`src/rtl/status_classifier.sv`:
```
// -----------------------------------------------------------------------------
// status_classifier
//
// Converts a stream of unsigned sensor samples into a 2-bit system status:
//   0 = NORMAL, 1 = BORDERLINE, 2 = ATTENTION, 3 = EMERGENCY.
// Each accepted sample is classified against three thresholds. Once a level is
// reached, the sample only has to stay above (threshold - HYST) to keep it. A
// new level is adopted only after CONFIRM consecutive accepted samples agree
// on it. EMERGENCY latches: samples are ignored until an operator ack returns
// the block to NORMAL and clears the peak tracker.
//
// Ports
//   clk           in   1      rising-edge clock
//   rst_n         in   1      asynchronous active-low reset
//   sample        in   WIDTH  unsigned sensor reading
//   sample_valid  in   1      sample is accepted on this edge when high
//   ack           in   1      one-cycle operator acknowledge (used only in EMERGENCY)
//   state         out  2      current status code
//   changed       out  1      one-cycle pulse when state has just been updated
//   alarm         out  1      registered, high while state is EMERGENCY
//   peak          out  WIDTH  largest accepted sample since reset or last ack
// -----------------------------------------------------------------------------
module status_classifier #(
   parameter int WIDTH    = 8,
   parameter int T_BORDER = 100,
   parameter int T_ATTN   = 150,
   parameter int T_EMERG  = 200,
   parameter int HYST     = 5,
   parameter int CONFIRM  = 3
) (
   input  logic             clk,
   input  logic             rst_n,
   input  logic [WIDTH-1:0] sample,
   input  logic             sample_valid,
   input  logic             ack,
   output logic [1:0]       state,
   output logic             changed,
   output logic             alarm,
   output logic [WIDTH-1:0] peak
);

   typedef enum logic [1:0] {
      NORMAL     = 2'd0,
      BORDERLINE = 2'd1,
      ATTENTION  = 2'd2,
      EMERGENCY  = 2'd3
   } status_t;

   localparam int CW = (CONFIRM < 1) ? 1 : $clog2(CONFIRM + 1);
   localparam logic [CW-1:0] CONFIRM_C = CW'(CONFIRM);

   status_t          state_reg, state_next;
   logic [1:0]       pend_reg, pend_next;
   logic [CW-1:0]    cnt_reg, cnt_next;
   logic [WIDTH-1:0] peak_reg, peak_next;
   logic             changed_reg, changed_next;
   logic             alarm_reg, alarm_next;

   // One extra bit so thresholds at or above 2**WIDTH never wrap.
   logic [WIDTH:0] sample_ext;
   assign sample_ext = {1'b0, sample};

   // crossed[k]: sample reaches level k, either outright or, when the current
   // state is already at or above k, within the hysteresis band below T_k.
   logic [3:1] crossed;

   for (genvar gi = 1; gi <= 3; gi++) begin : g_level
      localparam int             THR  = (gi == 3) ? T_EMERG : ((gi == 2) ? T_ATTN : T_BORDER);
      localparam logic [WIDTH:0] T_HI = (WIDTH + 1)'(THR);
      localparam logic [WIDTH:0] T_LO = (WIDTH + 1)'(THR - HYST);
      localparam logic [1:0]     K    = 2'(gi);
      assign crossed[gi] = (sample_ext >= T_HI) ||
                           ((state_reg >= K) && (sample_ext >= T_LO));
   end

   // Highest crossed level wins.
   logic [1:0] lvl;
   always_comb begin
      lvl = 2'd0;
      if (crossed[3])      lvl = 2'd3;
      else if (crossed[2]) lvl = 2'd2;
      else if (crossed[1]) lvl = 2'd1;
   end

   // State register
   always_ff @(posedge clk or negedge rst_n) begin
      if (!rst_n) begin
         state_reg   <= NORMAL;
         pend_reg    <= 2'd0;
         cnt_reg     <= '0;
         peak_reg    <= '0;
         changed_reg <= 1'b0;
         alarm_reg   <= 1'b0;
      end else begin
         state_reg   <= state_next;
         pend_reg    <= pend_next;
         cnt_reg     <= cnt_next;
         peak_reg    <= peak_next;
         changed_reg <= changed_next;
         alarm_reg   <= alarm_next;
      end
   end

   // Next-state logic
   logic [CW-1:0] cnt_new;

   always_comb begin
      state_next   = state_reg;
      pend_next    = pend_reg;
      cnt_next     = cnt_reg;
      peak_next    = peak_reg;
      changed_next = 1'b0;
      cnt_new      = '0;

      if (state_reg == EMERGENCY) begin
         // Latched: samples are dropped, only ack releases (even if a sample
         // arrives on the same edge).
         if (ack) begin
            state_next   = NORMAL;
            pend_next    = 2'd0;
            cnt_next     = '0;
            peak_next    = '0;
            changed_next = 1'b1;
         end
      end else if (sample_valid) begin
         if (sample > peak_reg) begin
            peak_next = sample;
         end

         if (lvl == state_reg) begin
            // Sample agrees with the current state: any pending streak ends.
            pend_next = state_reg;
            cnt_next  = '0;
         end else begin
            // Streak continues only while the candidate level is unchanged;
            // cnt never exceeds CONFIRM-1 here, so +1 cannot overflow.
            cnt_new   = (lvl == pend_reg) ? (cnt_reg + 1'b1) : CW'(1);
            pend_next = lvl;
            if (cnt_new == CONFIRM_C) begin
               state_next   = status_t'(lvl);
               cnt_next     = '0;
               changed_next = 1'b1;
            end else begin
               cnt_next = cnt_new;
            end
         end
      end

      alarm_next = (state_next == EMERGENCY);
   end

   assign state   = state_reg;
   assign changed = changed_reg;
   assign alarm   = alarm_reg;
   assign peak    = peak_reg;

endmodule

```
`config.mk`:
```
export PLATFORM = sky130hd
export DESIGN_NAME = status_classifier
export DESIGN_NICKNAME = d
export VERILOG_FILES = /design/src/rtl/status_classifier.sv
export SDC_FILE = /design/constraint.sdc
export NUM_CORES = 1
export LEC_CHECK = 0
export CAP_MARGIN = 20
export CORE_MARGIN = 4
export CORE_UTILIZATION = 54
export DETAILED_ROUTE_END_ITERATION = 7
export PLACE_DENSITY_LB_ADDON = 0.08
export SLEW_MARGIN = 20
export SYNTH_ARGS = -nofsm -noshare
export SYNTH_HDL_FRONTEND = slang
export SYNTH_SLANG_ARGS = --single-unit
export TNS_END_PERCENT = 10
```
`constraint.sdc`:
```
create_clock -name clk -period 3.3 [get_ports clk]
set_clock_uncertainty 0.1 [all_clocks]
set_input_delay 0.66 -clock clk [delete_from_list [all_inputs] [get_ports clk]]
set_output_delay 0.66 -clock clk [all_outputs]
set_load 0.05 [all_outputs]
```
* Word-level counts from Yosys, hierarchy flattened *
Cells that the tools add are included.

word-level totals
  logic and storage cells = 59
  bits in registers = 16
  output and inout bits = 12

operators by class
  add/sub/neg operators = 1
  reductions and logical operators = 10
  $lt $le $gt $ge = 10
  equality and inequality tests = 6
  muxes and demuxes = 26

operators by type and width
  cell                                                                   count
  8-bit >= comparator, second input constant                             4
  2-bit two-way mux                                                      16
  8-bit two-way mux                                                      4
  8-bit by 7-bit >= comparator with 1-bit output, second input constant  2
  8-bit > comparator                                                     1
  2-bit equality test, second input constant                             3
  1-bit two-way mux                                                      6
  2-bit equality test                                                    2
  2-bit >= comparator, second input constant                             2
  2-bit nonzero test                                                     2
  1-bit logical AND                                                      3
  1-bit logical OR                                                       3
  3-bit AND reduction                                                    1
  2-bit by 1-bit adder with 2-bit output, second input constant          1
  2-bit by 1-bit >= comparator with 1-bit output, second input constant  1
  2-bit != test, second input constant                                   1
  2-bit AND reduction                                                    1

* Logic depth before layout (Yosys ltp) *
Gate-level depths: netlist (run 1).

  depth in word-level cells = 14
  gate-level depth with buffers = 8
  depth with buffers taken out = 8

* Least setup slack after synthesis (run 1) *
OpenSTA, ideal clock, no wires.

  kind = register to register
  start = register peak_reg[1], in the netlist peak[1]
  end = register peak_reg[0], in the netlist peak[0]
  path buffers = 0
  path slack = 1.115 ns
  arrival time = 2.005 ns
  cell stages (with the launch flop) = 9
  required time = 3.121 ns
  library setup time = 0.079 ns
  cell sequence = dfrtp_1 inv_1 ha_1 nor2b_1 o21a_1 o21a_1 o21bai_1 a21oi_2 mux2i_1

between the ends
  cells in the longest elaborated chain, start to end = 3

RTL lines
  item                                  RTL line  source
  start: declaration                    55        logic [WIDTH-1:0] peak_reg, peak_next;
  start signal: assignment              98        peak_reg <= peak_next;
  8-bit > comparator                    126       if (sample > peak_reg) begin
  2-bit nonzero test (no source line)   n/a
  3-bit AND reduction (no source line)  n/a

Every way passes these cells.
A chain may end at the register's enable or synchronous reset.

* Worst setup path after layout (run 1) *
  start = input sample[1]
  end = register peak_reg[4], in the netlist peak[4]

between the ends
  cells in the longest elaborated chain, start to end = 3

RTL lines
  item                                  RTL line  source
  start: declaration                    33        input logic [WIDTH-1:0] sample,
  8-bit > comparator                    126
  2-bit nonzero test (no source line)   n/a
  3-bit AND reduction (no source line)  n/a

Every way passes these cells.

==> results of run 1 <==
==> layout by cell type, fill, tap and decap left out, types with 2 or more instances in the layout <==
master,instances
o31ai_1,2
clkbuf_4,3
nor2_1,2
o21ai_0,2
nor3_1,2
nand4_1,5
mux2i_1,10
ha_1,8
a21oi_1,3
nand2_1,16
a21o_1,2
clkdlybuf4s50_1,23
o2111ai_1,2
inv_1,16
o41a_1,2
o211ai_1,2
nand3_1,3
o21a_1,2
dfrtp_1,16
a32o_1,2
o31a_1,2
==> path summary, 6_finish.rpt <==
kind,to,start,slack [ns]
max,peak[4]$_DFFE_PN0P_,sample[1],0.67
min,peak[1]$_DFFE_PN0P_,peak[1]$_DFFE_PN0P_,0.45
max reg2reg,peak[4]$_DFFE_PN0P_,peak[1]$_DFFE_PN0P_,1.21
min reg2reg,peak[1]$_DFFE_PN0P_,peak[1]$_DFFE_PN0P_,0.45
max in group asynchronous,peak[0]$_DFFE_PN0P_,rst_n,1.94
min in group asynchronous,peak[5]$_DFFE_PN0P_,rst_n,0.70
==> cells by family after synthesis <==
logic type	after synthesis	synth area share (%)
AND/OR/NAND/NOR	35	16.11
adder cells (fa/ha/maj)	8	8.889
flip-flops	16	35.56
buffers and inverters	18	6.666
AO/OA/AOI/OAI	33	23.89
multiplexers	10	8.889
==> worst max-delay path, delay by kind of cell <==
family	cells	cell delay, ns
AO/OA/AOI/OAI	4	0.81
adder cells (fa/ha/maj)	1	0.35
buffers and inverters	1	0.51
AND/OR/NAND/NOR	1	0.13
multiplexers	1	0.27
==> per-stage QoR <==
step | instances | utilization (%) | area [um2] | hold WS, ns | total power (uW)
2_1_floorplan | 120 | - | 1126 | 0.2644 | 828.6
3_3_place_gp | 169 | 70.47 | 1383 | 0.4125 | 1019
3_5_place_dp | 169 | 70.47 | 1383 | 0.4324 | 1038
4_1_cts | 173 | 72.32 | 1419 | 0.4489 | 1170
5_1_grt | 173 | 72.32 | 1419 | 0.4643 | 1247
6_report | 173 | 72.32 | 1419 | 0.4476 | 1164
==> layer usage <==
layer	track usage, %	part of all wire [%]
met4	8.511	1.5
met5	0	0
met1	26.86	43
met2	38.91	51
met3	3.601	4.7
==> layout make-up <==
cell class / count / area [um2]
clock buffer: 4 / 36.28
fill: 176 / 543.0
inverter: 16 / 60.06
multi-input combinational: 86 / 650.6
sequential: 16 / 400.4
tap: 27 / 33.78
timing repair buffer: 24 / 237.7
==> power groups by stage <==
stage	Combinational, uW	Sequential (uW)	Clock [uW]
after floorplan	285	543	0
after global placement	673	346	0
after detailed placement	688	350	0
after CTS	691	345	134
after global routing	744	360	143
final	686	346	132
==> out/metrics.yaml, run 1 <==
status: "completed"
critPathMaxFanout: 8
synthTopCellsByArea: "dfrtp_1 (36%), ha_1 (8.9%), mux2i_1 (8.9%)"
finalSetupViolCount: 0
antenna_found_initial: 0
p_sw_share_pct: 48.25
synth_top_area_share_pct: 35.56
htreeDepth: 1
finalNetCount: 167
drv_cap: 0
clockRootBuffer: "clkbuf_4"
r2r_cells: 8
routedWlPerCell_um: 15.45
portBuffers: 23
post_cts_buffers: 0
largest_reg_flops: 8
p_sw_uw: 561.7
die_h_um: 53.67
p_seq_share_pct: 29.7
cts_tree: "yes"
die_w_um: 53.67
netlist_top_cells_count: "dfrtp_1 (16), inv_1 (16), nand2_1 (16), mux2i_1 (10), ha_1 (8)"
crit_arrival_ns: 2.74
start_kind: "input pin"
start_util_pct: 57.40
ys_seq_elements: 16
vias_per_cell: 6.035
drive_above_1_share_pct: 7.534
seq_area_frac_synth_pct: 35.56
grt_max_degree: 17
crit_slowest_cell: "a21oi_2"
hold_buffers: 0
fmax_ghz: 0.3809
async_flop_share_pct: 100.0
drc: 0
synth_nets: 140
p_clk_share_pct: 11.4
relSlewSlack_pct: 50.44
hold_violations: 0
p_leak_uw: 0.0006516
vias: 1044
yosysUniqueCellTypes: 40
clock-sinks: 16
synth_top_cell_by_area: "dfrtp_1"
worstMarginPinSlew_ns: 0.7411
setup_tns_ns: 0
avgSynthCellArea_um2: 9.384
setup_ws_ns: 0.6744
worstSetupPathType: "in2reg"
p_int_uw: 602.5
synth_edf_count: 0
slowest_delay_ns: 0.53
ant_nets: 0
hp-class: "reg2reg"
wirelength_um: 2672
p_per_area_mw_per_mm2: 820.5
diodes: 0
numCtsBuffers: 3
crit_top_cell: "o21a_1"
synthCells: 120
cts_resized: 0
areaGrowthSynthToFinish_pct: 26.00
syn_area_mm2: 0.001126
rsz0062_at_grt: "no"
first_global_vias: 1046
ys.flop_type: "dfrtp_1"
dp_hpwl_um: 2086
dp_slack_ns: 0.3776
path_clk_slew_ns: 0.10
critical_path_required_ns: 3.42
clockBufferDepth: 2
slew_viol_final: 0
min_period_ns: 2.626
comb_power_share_pct: 59.0
die-area_mm2: 0.002880
grt_pass1_wl_um: 4671
core.rowCount: 16
core_area_mm2: 0.001962
min_period_over_period_pct: 79.56
dr.pass1.iters: 4
vdd_drop_max_mv: 0.5134
track_usage_pct: 22.19
worstPathCellList: "clkdlybuf4s50_1, ha_1, nor2b_1, o21a_1, o21a_1, o21bai_1, a21oi_2, mux2i_1"
hold_path_depth: 2
clkLatencyLatePin_ns: 0.29
gp_congestion: 0.9082
ios: 24
overflow: 0
detail_route.iter0.violations: 43
ys_warn_count: 0
setup.worst_path.end_class: "register"
Note: power is estimated with default switching activity, not from simulation.
==> run 2: changes to the inputs <==
CORE_ASPECT_RATIO = 0.6   (was not set)
CORE_UTILIZATION = 45   (was 54)
clock period = 2.2 ns   (was 3.3 ns; I/O delays follow)
==> run 2 against run 1 <==
Against the previous run: the flow now finishes with violations (setup timing); power grew 70%; sequential power grew 52%; non-clock buffer count grew 18; critical path depth is the same; worst hold slack lost 0.046 ns; critical endpoint is now state[1]$_DFF_PN0_; largest power group unchanged.
==> out/metrics.yaml, run 2 (synthesis results as in run 1) <==
start_kind: "input pin"
p_sw_uw: 938.4  # +67%
critPathMaxFanout: 5  # -3
detail_route.iter0.violations: 104  # +140%
drc: 0  # unchanged
track_usage_pct: 21.62  # -0.57 points
hold_buffers: 0  # unchanged
start_util_pct: 49.45  # -7.9 points
ant_nets: 0  # unchanged
cp_top_family: "compound AO/OA/AOI/OAI gates"
vias_per_cell: 5.912  # -2.0%
finalNetCount: 185  # +11%
clock-sinks: 16  # unchanged
violations: "setup timing"
p_clk_share_pct: 13.2  # +1.8 points
drv_cap: 0  # unchanged
die-area_mm2: 0.003393  # +18%
fin_area_mm2: 0.001689  # +19%
wirelength_um: 3413  # +28%
p_per_area_mw_per_mm2: 1172  # +43%
min_period_ns: 2.212
finalNonFillerCells: 194  # +12%
placedCellCount: 186  # +10%
clkLatencyLatePin_ns: 0.25  # -0.04 ns
areaGrowthSynthToFinish_pct: 50.00
die_w_um: 72.58  # +35%
diodes: 0  # unchanged
worstMarginPinSlew_ns: 0.4991  # -0.2420 ns
crit_arrival_ns: 2.25  # -0.49 ns
vias: 1147  # +9.9%
hold_ws_ns: 0.4012  # -0.04638 ns
comb_power_share_pct: 60.2  # +1.2 points
dpl_cell_area_mm2: 0.001499  # +8.4%
clockRootBuffer: "clkbuf_8"
die_h_um: 46.75  # -13%
slowest_delay_ns: 0.53  # about the same
vdd_drop_max_mv: 0.7680  # +50%
p_total_uw: 1979  # +70%
routedWlPerCell_um: 17.59  # +14%
rsz0062_at_grt: "yes"
htreeDepth: 1  # unchanged
min_period_over_period_pct: 100.6
largest_reg_flops: 8  # unchanged
drive_above_1_share_pct: 26.22  # +19 points
final_cell_mix: "buf_4 (20), inv_1 (16), nand2_1 (16), dfrtp_1 (16), clkdlybuf4s50_1 (15)"
grt_pass1_wl_um: 5457  # +17%
overflow: 0  # unchanged
finalSetupViolCount: 2  # +2
p_int_uw: 1040  # +73%
p_leak_uw: 0.0008137  # +25%
dp_hpwl_um: 2460  # +18%
gp_congestion: 0.8802  # -3.1%
portBuffers: 23  # unchanged
dp_slack_ns: -0.5256  # -0.9031 ns
setup.worst_path.end_class: "register"
fmax_ghz: 0.4520
first_global_vias: 1112  # +6.3%
final_common_cell: "buf_4"
grt_max_degree: 17  # unchanged
critical_path_required_ns: 2.23  # -1.19 ns
crit_start: "sample[6]"
p_sw_share_pct: 47.42  # -0.83 points
worstSetupPathType: "in2reg"
status: "complete, but fails checks"
core.rowCount: 13  # -3
numCtsBuffers: 3  # unchanged
setup_ws_ns: -0.01230  # -0.6867 ns
hp-class: "in2async"
clockBufferDepth: 2  # unchanged
ios: 24  # unchanged
hold_violations: 0  # unchanged
cts_tree: "yes"
slew_viol_final: 0  # unchanged
worstPathCellList: "clkdlybuf4s50_1, inv_1, a41oi_2, a21o_2, buf_4, nor3b_4, a211oi_4, o41a_1"
relSlewSlack_pct: 66.62  # +16 points
path_buf_inv: 3  # +2
p_seq_share_pct: 26.6  # -3.1 points
crit_slowest_cell: "clkdlybuf4s50_1"
path_clk_slew_ns: 0.06  # -0.04 ns
dr.pass1.iters: 4  # unchanged
antenna_found_initial: 0  # unchanged
core_area_mm2: 0.002277  # +16%
r2r-start: "state[0]$_DFF_PN0_"
run 2: area by class of cell:
| class | instances | area [um2] |
|---|---|---|
| multi-input combinational | 86 | 748.2 |
| fill | 175 | 588.1 |
| sequential | 16 | 400.4 |
| timing repair buffer | 42 | 387.9 |
| inverter | 16 | 60.06 |
| clock buffer | 4 | 55.05 |
| tap | 30 | 37.54 |
run 2: layer usage:
layer,wire (um),GRT usage (%)
met5,0,0
met4,44,5.515
met3,358,7.479
met2,1471,33.51
met1,1539,29.40
run 2: timing repair:
item / in CTS / in global routing
pin swaps: 2 / 6
gates resized for setup: 7 / 15
endpoints found under the setup margin: 13 / 13
setup buffers: 2 / 2
run 2: power groups by stage:
stage / clock (uW) / combinational [uW] / sequential, uW
2_1_floorplan: 0 / 428 / 815
3_3_place_gp: 0 / 1060 / 515
3_5_place_dp: 0 / 1070 / 528
4_1_cts: 272 / 1120 / 524
5_1_grt: 281 / 1280 / 543
6_report: 261 / 1190 / 527
run 2: worst paths after layout:
path | cells after the start | end | slack, ns
worst max-delay path | 8 | state[1]$_DFF_PN0_ | -0.01
worst min-delay path | 2 | peak[0]$_DFFE_PN0P_ | 0.40
worst max register to register | 7 | state[1]$_DFF_PN0_ | 0.09
worst min register to register | 1 | cnt_reg[1]$_DFFE_PN0P_ | 0.45
max in group asynchronous | 2 | peak[2]$_DFFE_PN0P_ | 1.41
min in group clk | 1 | cnt_reg[1]$_DFFE_PN0P_ | 0.45
run 2: per-stage QoR:
step | setup TNS [ns] | util, %
after floorplan | 0 | -
after global placement | -4.699 | 65.82
after detailed placement | -5.649 | 65.82
after CTS | -0.02307 | 70.11
after global routing | -0.1207 | 74.18
final | -0.01871 | 74.18
==> run 3: changes to the inputs <==
CTS_CLUSTER_DIAMETER = 200   (was not set)
==> results of run 3 <==
The final DEF is identical to that of run 2; final timing and power are the same.
